### src/rtl/cluster_frame_encoder_if.sv
// -----------------------------------------------------------------------------
// cluster_frame_encoder_if
// Bundles the truncator-side input word and the frame-side outputs of the
// cluster frame encoder.
//   vpfs_in       : 768-bit truncator output, bit n = cluster at address n
//   pass_in       : truncator pass number aligned with vpfs_in (0 = first word)
//   clusters_out  : eight 10-bit cluster addresses, slot k at [10k+9:10k]
//   cluster_count : number of valid slots (0..8)
//   overflow      : more clusters were present than slots
//   frame_valid   : one-cycle strobe marking a freshly loaded frame
// Modports: master drives the word and receives the frame; slave is the encoder.
// -----------------------------------------------------------------------------
interface cluster_frame_encoder_if #(
   parameter int VPF_W      = 768,
   parameter int ADR_W      = 10,
   parameter int MXCLUSTERS = 8,
   parameter int CNT_W      = 4
);
   logic [VPF_W-1:0]            vpfs_in;
   logic [$clog2(MXCLUSTERS)-1:0] pass_in;
   logic [MXCLUSTERS*ADR_W-1:0] clusters_out;
   logic [CNT_W-1:0]            cluster_count;
   logic                        overflow;
   logic                        frame_valid;

   modport master (
      output vpfs_in, pass_in,
      input  clusters_out, cluster_count, overflow, frame_valid
   );

   modport slave (
      input  vpfs_in, pass_in,
      output clusters_out, cluster_count, overflow, frame_valid
   );
endinterface

### src/rtl/cluster_frame_encoder.sv
// -----------------------------------------------------------------------------
// cluster_frame_encoder
// Priority-encodes the lowest set bit of each truncator word into a 10-bit
// cluster address and gathers the eight addresses of one 8-pass frame.
//   clock   : 160 MHz clock
//   reset_n : asynchronous active-low reset
//   bus     : cluster_frame_encoder_if.slave (vpfs_in/pass_in in,
//             clusters_out/cluster_count/overflow/frame_valid out)
// Pipeline: E0 registers per-segment find-first, E1 registers the selected
// address, E2 updates the slot array and, on pass 7 of an open frame, the
// output frame with a one-cycle frame_valid strobe.
// -----------------------------------------------------------------------------
module cluster_frame_encoder #(
   parameter int          MXSEGS      = 12,
   parameter int          SEGSIZE     = 64,
   parameter int          MXCLUSTERS  = 8,
   parameter logic [9:0]  INVALID_ADR = 10'h3FF
) (
   input logic                    clock,
   input logic                    reset_n,
   cluster_frame_encoder_if.slave bus
);
   localparam int POS_W  = $clog2(SEGSIZE);
   localparam int SEG_W  = $clog2(MXSEGS);
   localparam int ADR_W  = SEG_W + POS_W;
   localparam int PASS_W = $clog2(MXCLUSTERS);
   localparam int CNT_W  = $clog2(MXCLUSTERS + 1);
   localparam logic [PASS_W-1:0] FIRST_PASS = '0;
   localparam logic [PASS_W-1:0] LAST_PASS  = PASS_W'(MXCLUSTERS - 1);

   // ---------------- stage 1: per-segment find-first ----------------
   logic [MXSEGS-1:0] w_seg_any;
   logic [MXSEGS-1:0] w_seg_multi;
   logic [POS_W-1:0]  w_seg_pos [MXSEGS];

   for (genvar g = 0; g < MXSEGS; g++) begin : g_seg
      logic [SEGSIZE-1:0] w_bits;
      assign w_bits         = bus.vpfs_in[g*SEGSIZE +: SEGSIZE];
      assign w_seg_any[g]   = |w_bits;
      // Clearing the lowest set bit leaves something only if two or more were set.
      assign w_seg_multi[g] = |(w_bits & (w_bits - SEGSIZE'(1)));
   end

   // NOTE: every combinational output gets a default before any condition, so
   // no path leaves it unassigned and no latch is inferred.
   always_comb begin
      for (int s = 0; s < MXSEGS; s++) begin
         w_seg_pos[s] = '0;
         // Scanning downwards lets the lowest set bit win the last assignment.
         for (int b = SEGSIZE - 1; b >= 0; b--) begin
            if (bus.vpfs_in[s*SEGSIZE + b]) w_seg_pos[s] = POS_W'(b);
         end
      end
   end

   logic                r_s1_valid;
   logic [PASS_W-1:0]   r_s1_pass;
   logic [MXSEGS-1:0]   r_seg_any;
   logic [MXSEGS-1:0]   r_seg_multi;
   logic [POS_W-1:0]    r_seg_pos [MXSEGS];

   // NOTE: clocked state uses non-blocking assignments so every register
   // samples the pre-edge values and pipeline order does not matter.
   always_ff @(posedge clock or negedge reset_n) begin
      if (!reset_n) begin
         r_s1_valid  <= 1'b0;
         r_s1_pass   <= '0;
         r_seg_any   <= '0;
         r_seg_multi <= '0;
         for (int s = 0; s < MXSEGS; s++) r_seg_pos[s] <= '0;
      end else begin
         // No input valid exists; this bit only masks the reset contents.
         r_s1_valid  <= 1'b1;
         r_s1_pass   <= bus.pass_in;
         r_seg_any   <= w_seg_any;
         r_seg_multi <= w_seg_multi;
         for (int s = 0; s < MXSEGS; s++) r_seg_pos[s] <= w_seg_pos[s];
      end
   end

   // ---------------- stage 2: segment select ----------------
   logic             w_hit;
   logic             w_found;
   logic             w_more;
   logic [SEG_W-1:0] w_sel;
   logic [POS_W-1:0] w_pos;
   logic [ADR_W-1:0] w_adr;

   always_comb begin
      w_hit   = |r_seg_any;
      w_found = 1'b0;
      w_more  = 1'b0;
      w_sel   = '0;
      w_pos   = '0;
      for (int s = 0; s < MXSEGS; s++) begin
         if (r_seg_any[s]) begin
            if (!w_found) begin
               w_found = 1'b1;
               w_sel   = SEG_W'(s);
               w_pos   = r_seg_pos[s];
               w_more  = r_seg_multi[s];
            end else begin
               w_more  = 1'b1;   // any hit above the selected segment
            end
         end
      end
      // s*64 + pos is a plain concatenation because SEGSIZE is a power of two.
      w_adr = w_hit ? {w_sel, w_pos} : INVALID_ADR;
   end

   logic              r_s2_valid;
   logic [PASS_W-1:0] r_s2_pass;
   logic              r_s2_hit;
   logic              r_s2_more;
   logic [ADR_W-1:0]  r_s2_adr;

   always_ff @(posedge clock or negedge reset_n) begin
      if (!reset_n) begin
         r_s2_valid <= 1'b0;
         r_s2_pass  <= '0;
         r_s2_hit   <= 1'b0;
         r_s2_more  <= 1'b0;
         r_s2_adr   <= INVALID_ADR;
      end else begin
         r_s2_valid <= r_s1_valid;
         r_s2_pass  <= r_s1_pass;
         r_s2_hit   <= w_hit;
         r_s2_more  <= w_more;
         r_s2_adr   <= w_adr;
      end
   end

   // ---------------- assembly ----------------
   logic [ADR_W-1:0]            r_slot [MXCLUSTERS];
   logic [CNT_W-1:0]            r_count;
   logic                        r_frame_open;
   logic [MXCLUSTERS*ADR_W-1:0] r_clusters;
   logic [CNT_W-1:0]            r_cluster_count;
   logic                        r_overflow;
   logic                        r_frame_valid;

   logic [ADR_W-1:0] w_slot_nxt [MXCLUSTERS];
   logic [CNT_W-1:0] w_count_nxt;
   logic             w_first;

   always_comb begin
      w_first = (r_s2_pass == FIRST_PASS);
      for (int k = 0; k < MXCLUSTERS; k++)
         w_slot_nxt[k] = w_first ? INVALID_ADR : r_slot[k];
      w_slot_nxt[r_s2_pass] = r_s2_adr;
      w_count_nxt = (w_first ? '0 : r_count) + CNT_W'(r_s2_hit);
   end

   always_ff @(posedge clock or negedge reset_n) begin
      if (!reset_n) begin
         // NOTE: the slot array is only eight entries, so it is reset like any
         // register; empty slots must read INVALID_ADR from the first frame on.
         for (int k = 0; k < MXCLUSTERS; k++) r_slot[k] <= INVALID_ADR;
         r_count         <= '0;
         r_frame_open    <= 1'b0;
         r_clusters      <= {MXCLUSTERS{INVALID_ADR}};
         r_cluster_count <= '0;
         r_overflow      <= 1'b0;
         r_frame_valid   <= 1'b0;
      end else begin
         r_frame_valid <= 1'b0;
         if (r_s2_valid) begin
            for (int k = 0; k < MXCLUSTERS; k++) r_slot[k] <= w_slot_nxt[k];
            r_count <= w_count_nxt;
            if (w_first) begin
               r_frame_open <= 1'b1;
            end else if (r_s2_pass == LAST_PASS && r_frame_open) begin
               r_frame_open    <= 1'b0;
               r_frame_valid   <= 1'b1;
               r_cluster_count <= w_count_nxt;
               r_overflow      <= r_s2_more;
               for (int k = 0; k < MXCLUSTERS; k++)
                  r_clusters[k*ADR_W +: ADR_W] <= w_slot_nxt[k];
            end
         end
      end
   end

   assign bus.clusters_out  = r_clusters;
   assign bus.cluster_count = r_cluster_count;
   assign bus.overflow      = r_overflow;
   assign bus.frame_valid   = r_frame_valid;

endmodule

### src/flat_wrapper.sv
// flat-port wrapper written by rule: the top's interface ports become plain ports
module cluster_frame_encoder_flat 
#(
   parameter int          MXSEGS      = 12,
   parameter int          SEGSIZE     = 64,
   parameter int          MXCLUSTERS  = 8,
   parameter logic [9:0]  INVALID_ADR = 10'h3FF
)
  (clock, reset_n, bus_vpfs_in, bus_pass_in, bus_clusters_out, bus_cluster_count, bus_overflow, bus_frame_valid);
  cluster_frame_encoder_if #(.MXCLUSTERS(MXCLUSTERS)) bus_i ();
  input logic clock;
  input logic reset_n;
  input wire logic [$bits(bus_i.vpfs_in)-1:0] bus_vpfs_in;
  input wire logic [$bits(bus_i.pass_in)-1:0] bus_pass_in;
  output wire logic [$bits(bus_i.clusters_out)-1:0] bus_clusters_out;
  output wire logic [$bits(bus_i.cluster_count)-1:0] bus_cluster_count;
  output wire logic [$bits(bus_i.overflow)-1:0] bus_overflow;
  output wire logic [$bits(bus_i.frame_valid)-1:0] bus_frame_valid;
  assign bus_i.vpfs_in = bus_vpfs_in;
  assign bus_i.pass_in = bus_pass_in;
  assign bus_clusters_out = bus_i.clusters_out;
  assign bus_cluster_count = bus_i.cluster_count;
  assign bus_overflow = bus_i.overflow;
  assign bus_frame_valid = bus_i.frame_valid;
  cluster_frame_encoder #(.MXSEGS(MXSEGS), .SEGSIZE(SEGSIZE), .MXCLUSTERS(MXCLUSTERS), .INVALID_ADR(INVALID_ADR)) u_core (.clock(clock), .reset_n(reset_n), .bus(bus_i));
endmodule
### config.mk
export PLATFORM = sky130hd
export DESIGN_NAME = cluster_frame_encoder_flat
export DESIGN_NICKNAME = d
export VERILOG_FILES = /design/src/rtl/cluster_frame_encoder_if.sv /design/src/rtl/cluster_frame_encoder.sv /design/src/flat_wrapper.sv
export SDC_FILE = /design/constraint.sdc
export NUM_CORES = 2
export LEC_CHECK = 0
export ABC_AREA = 1
export CORE_AREA = 2 2 334 336
export DETAILED_ROUTE_END_ITERATION = 12
export DIE_AREA = 0 0 336 338
export DONT_BUFFER_PORTS = 1
export GPL_TIMING_DRIVEN = 0
export PLACE_DENSITY = 0.46
export RECOVER_POWER = 50
export SETUP_SLACK_MARGIN = 0.02
export SKIP_LAST_GASP = 1
export SLEW_MARGIN = 40
export SYNTH_ARGS = -nofsm -noshare
export SYNTH_HDL_FRONTEND = slang
export SYNTH_SLANG_ARGS = --single-unit
### constraint.sdc
create_clock -name clock -period 8.6 [get_ports clock]
set_clock_uncertainty 0.1 [all_clocks]
set_input_delay 1.72 -clock clock [delete_from_list [all_inputs] [get_ports clock]]
set_output_delay 1.72 -clock clock [all_outputs]
set_load 0.005 [all_outputs]
## Word-level counts from Yosys, hierarchy flattened

Index checks and enable logic that the tools add are counted.

- Add/sub/neg operators: 13
- Order comparisons: 2
- Equal/unequal tests: 1
- Mux-type cells: 865
- Bitwise logic cells: 14
- Reductions and logical operators: 31

Operators with widths:

| kind | count |
|---|---|
| 6-bit 2-to-1 mux | 791 |
| 64-bit OR reduction | 24 |
| 64-bit AND | 12 |
| 64-bit by 1-bit subtractor with 64-bit output, second input constant | 12 |
| 10-bit 2-to-1 mux | 10 |
| 4-bit 2-to-1 mux | 22 |
| 80-bit bitwise mux | 1 |
| 1-bit 2-to-1 mux | 40 |
| 10-bit demux with 3-bit select | 1 |
| 12-bit OR reduction | 1 |
| 4-bit by 1-bit adder with 4-bit output | 1 |
| 4-bit greater-or-equal comparator, second input constant | 1 |
| 4-bit by 1-bit less-than comparator with 1-bit output, second input constant | 1 |
| 3-bit inverter with 4-bit output | 1 |
| 3-bit equality test, second input constant | 1 |
| 3-bit logical NOT | 1 |
| 3-bit AND reduction | 1 |
| 1-bit logical AND | 2 |
| 2-bit AND reduction | 1 |
| 2-bit nonzero test | 1 |
| 1-bit inverter | 1 |

- Flip-flop bits (word level): 287
- Bits of input ports: 773
- Output and inout bits: 86
- Word-level logic and storage cells: 961

## Logic depth before layout (Yosys ltp)

- Depth in word-level cells: 64
- Depth in mapped cells: 63

## Least setup slack after synthesis

No wires, ideal clock.

- Kind: input to register
- Start point: in bus_vpfs_in[1]
- End point: reg u_core.r_seg_multi[0]
- Library setup time: 0.145 ns
- Data arrival time: 4.530 ns
- Data required time: 8.355 ns
- Path slack: 3.826 ns
- Stages: 25
- Path buffers: 0
- Path through: inv_2 -> nand2_1 -> nor3_2 -> inv_2 -> nor2_4 -> inv_2 -> nor2_4 -> inv_2 -> nor2_4 -> inv_2 -> nor3_4 -> nand4_2 -> nor3_4 -> nand4_2 -> nor4_4 -> nand3_1 -> inv_2 -> nand2_1 -> inv_2 -> nand4_1 -> nor4_2 -> nor2_1 -> or4_1 -> a2111oi_2 -> nand4_1

- Cells in the longest elaborated chain, start to end: 3

Ends and longest elaborated chain:

| item | RTL line | RTL |
|---|---|---|
| start: declaration | flat_wrapper.sv:13 | `input wire logic [$bits(bus_i.vpfs_in)-1:0] bus_vpfs_in;` |
| 64-bit by 1-bit subtractor with 64-bit output | cluster_frame_encoder.sv:41 | `assign w_seg_multi[g] = \|(w_bits & (w_bits - SEGSIZE'(1)));` |
| 64-bit AND * | cluster_frame_encoder.sv:41 |  |
| 64-bit OR reduction * | cluster_frame_encoder.sv:41 |  |
| via u_core.w_seg_multi[0] | cluster_frame_encoder.sv:33 | `logic [MXSEGS-1:0] w_seg_multi;` |
| end signal: assignment | cluster_frame_encoder.sv:76 | `r_seg_multi <= w_seg_multi;` |
| end: declaration | cluster_frame_encoder.sv:59 | `logic [MXSEGS-1:0] r_seg_multi;` |

Mark *: on every way through the listed nets, which the timed path passes. The rest lies on a longest branch.
A chain may end at the register's enable or synchronous reset.

## Final worst setup path

- Start point: in bus_vpfs_in[195]
- End point: reg u_core.r_seg_multi[3]

The elaborated chain is that of the path after synthesis.

==> metrics.md <==
| Metric | Value |
|---|---|
| Placed wire-length estimate | `around 120,000 um` |
| EDFF count, synth | `0` |
| Via count | `around 35,000` |
| Critical-path cell list | `nor2_1 -> inv_1 -> nor2_1 -> nand3_1 -> nor2_1 -> inv_2 -> nor2_1 -> inv_2 -> nor2_1 -> inv_1 -> o31ai_1 -> nand4_1 -> or3_1 -> nor3_1 -> o2111ai_1 -> nor3_1 -> o211ai_1 -> nor2_1 -> nand3_1 -> a2111oi_0 -> o2111ai_1` |
| Crit-path max cell delay | `roughly 460 ps` |
| Period utilization | `0.680` |
| RSZ-0062 raised after global routing | `false` |
| Initial Util | `0.281` |
| Status | `completed` |
| Cell row count | `122` |
| Initial DRT Pass Iterations | `6` |
| Post-synthesis net count | `approximately 6,400` |
| Max Slew Vio Count | `0` |
| Cts bufs inserted | `35` |
| CP bufs+invs | `4` |
| Final GP Congestion | `0.966` |
| Most used cell, CP | `nor2_1` |
| Yosys top cell by area | `nand2_1` |
| Routed WL per cell | `19.9 um` |
| Final wirelength | `~140,000 um` |
| Crit Path Class | `input pin to register` |
| Ports | `859` |
| Gate family responsible for the most delay along the worst path | `simple AND/OR/NAND/NOR gates` |
| Most frequent cells in the layout | `1,395 x nand2_1, 1,181 x inv_1, 1,006 x nor2_1` |
| IO buf count | `0` |
| Synth-to-layout area growth | `9.83%` |
| Via density | `about 4.9` |
| Hold Buf Count CTS | `0` |
| Top cell type's share of synthesized area | `0.169` |
| Worst-Skew Late Latency | `550 ps` |
| Ranking of synthesized cells by area | `nand2_1 17%, dfstp_2 14%, inv_1 14%, nor2_1 12%, dfrtp_1 9.5%` |
| Die area | `between 100,000 and 150,000 sq um` |
| Synth async-reset ratio | `1.00` |
| Synthesized area per cell | `5.49 sq um` |
| First-pass GRT wire length | `211,000 um` |
| Yosys reg bits | `287` |
| DRC | `0` |
| Final ANT Viol Nets | `0` |
| Initial antenna violation count | `6` |
| Proportion of layout cells with a drive suffix above 1 | `0.0613` |
| Post-Synthesis Cells | `5,631` |
| Final critical-path required period | `5850 ps` |
| Crit path capture type | `register` |
| Max-cap violations | `0` |
| Post-CTS Setup Repair Bufs | `0` |
| Worst Hold Class | `register to register` |
| Die Width | `336 um` |
| Slew HR | `0.494` |
| Seq/Total Area, Yosys | `0.239` |
| Nets | `6,443` |
| Clock slew at reported path FFs | `60 ps` |
| Grt total ovfl | `0` |
| Max Fclk | `171 MHz` |
| Critical Path RT | `8800 ps` |
| All-Layer GR Usage | `0.241` |
| Slew @ Worst Pin | `740 ps` |
| Primary FF master, synth | `dfstp_2` |
| Arrival time worst endpoint | `6050 ps` |
| Die H | `338 um` |
| Post-cts gate resize count | `0` |
| Hold Fails Final Rpt | `0` |
| Power per Cell Area | `approximately 130 nW/um^2` |
| Longest Clk Path Bufs | `3` |
| Peak supply drop | `0.000130 V` |
| Largest net degree at the start of global routing | `288` |
| Clock sink total | `287` |
| YS warnings | `0` |
| Initial DRC count | `2,152` |
| Worst-path fanout max | `4` |
| Distinct cells, synth | `62` |
| Setup_tns | `0 ps` |
| Vias in the first global route | `approximately 35,000` |
| Pwr Total | `4.26 mW` |
| Lkg Pwr | `between 15 and 20 nW` |
| Core area | `110,000 sq um` |
| TritonCTS clock tree | `done` |
| Startpoint Class | `input pin` |
| CP max-delay cell | `o31ai_1` |
| CTS Root Cell | `clkbuf_16` |
| Most common cell after layout, fill and taps aside | `nand2_1` |
| Mapped Area | `30,900 sq um` |
| Fillers | `12,714` |
| H-tree levels | `2` |
| Final setup violating endpoints | `0` |
## layer usage
layer  global-route usage  vias to the layer above  wire length (um)
li1                     -                    18102                 -
met3               0.0728                      214             11700
met1                0.278                    16091             57100
met2                0.427                     1044             68700
met5                    0                        -                26
met4               0.0733                        4              5180
## metrics by stage
step	worst slack, ps	area (sq um)	utilization	hold slack [ps]	instances
after floorplan	3830	30900	-	231	5631
after global placement	2120	32800	0.298	233	7119
after detailed placement	2290	32800	0.298	235	7119
after CTS	2860	33900	0.308	248	7181
after global routing	2400	33900	0.308	258	7184
final	2750	33900	0.308	248	7186
## layout make-up
class / count / area [sq um] / share of cell area
multi-input cells: 4025 / 18600 / 0.547
flip-flops and latches: 287 / 7390 / 0.218
inverters: 1261 / 4740 / 0.140
well taps: 1488 / 1860 / 0.0548
clock buffers: 50 / 1040 / 0.0305
plain buffers: 58 / 218 / 0.00641
clock inverters: 12 / 120 / 0.00354
diodes: 5 / 12.5 / 0.000369
## worst reg2reg max path: cells and delay by family (launching register included)
family                 cells  cell delay (ps)
buffers and inverters      6              840
DFF                        1              410
AOI/OAI and AO/OA          1              250
and+or+nand+nor           11             2950
## report_power, final
group	total, mW	switching [mW]	internal [mW]
combinational	0.836	0.520	0.316
clock	1.51	0.633	0.879
sequential	1.92	0.208	1.71
## final timing paths
check,slack (ps),from,depth (start not counted),to
setup / recovery,2750,bus_vpfs_in[195],21,u_core.r_seg_multi[3]$_DFF_PN0_
hold / removal,250,u_core.r_s1_valid$_DFF_PN0_,0,u_core.r_s2_valid$_DFF_PN0_
setup reg to reg,3960,u_core.r_seg_any[1]$_DFF_PN0_,18,u_core.r_s2_adr[2]$_DFF_PN1_
hold reg to reg,250,u_core.r_s1_valid$_DFF_PN0_,0,u_core.r_s2_valid$_DFF_PN0_
max in group asynchronous,7100,reset_n,0,u_core.r_seg_any[11]$_DFF_PN0_
min in group asynchronous,770,reset_n,0,u_core.bus.cluster_count[3]$_DFFE_PN0P_
## state kept, by name, indices dropped and copies added (netlist names)
name and count:
u_core.bus.clusters_out 80, u_core.r_slot 80, u_core.r_seg_pos 72, u_core.r_s2_more 1
u_core.r_s2_hit 1, u_core.r_count 4, u_core.r_seg_any 12, u_core.r_s2_adr 10
u_core.bus.overflow 1, u_core.r_s2_valid 1, u_core.r_s1_pass 3, u_core.r_frame_open 1
u_core.bus.frame_valid 1, u_core.r_s1_valid 1, u_core.r_s2_pass 3, u_core.bus.cluster_count 4
u_core.r_seg_multi 12
## cells in the mapped netlist (4+ instances only)
| master | instances |
|---|---|
| nor2_1 | 1007 |
| inv_1 | 1180 |
| dfstp_2 | 170 |
| o21ai_1 | 22 |
| a41oi_1 | 9 |
| clkbuf_1 | 56 |
| nand4_1 | 79 |
| nor3_2 | 6 |
| a31oi_1 | 100 |
| nor4_1 | 68 |
| nor2_4 | 4 |
| o2111ai_1 | 40 |
| a211oi_1 | 20 |
| o22ai_1 | 81 |
| o21bai_1 | 9 |
| nor2_2 | 20 |
| nor3_1 | 140 |
| o211ai_1 | 14 |
| a21boi_0 | 14 |
| or4_1 | 6 |
| o31ai_1 | 33 |
| nor4_2 | 5 |
| a221oi_1 | 13 |
| a21oi_1 | 315 |
| nand2_1 | 1395 |
| o41ai_1 | 15 |
| a2111oi_0 | 37 |
| nand3_1 | 136 |
| o21ai_0 | 387 |
| inv_2 | 78 |
| dfrtp_1 | 117 |
| o221ai_1 | 6 |
## cells by family (layout without fill, tap and decap cells)
group	count (synthesis)	after routing	synth area share
and+or+nand+nor	2883	2883	0.383
DFF	287	287	0.239
adders and majority gates	4	4	0.00146
AOI/OAI and AO/OA	1135	1135	0.216
xor gates and xnor gates	2	2	0.000567
buffers and inverters	1319	1381	0.160
other	1	6	0.000121
Note: power is estimated with default switching activity, not from simulation.
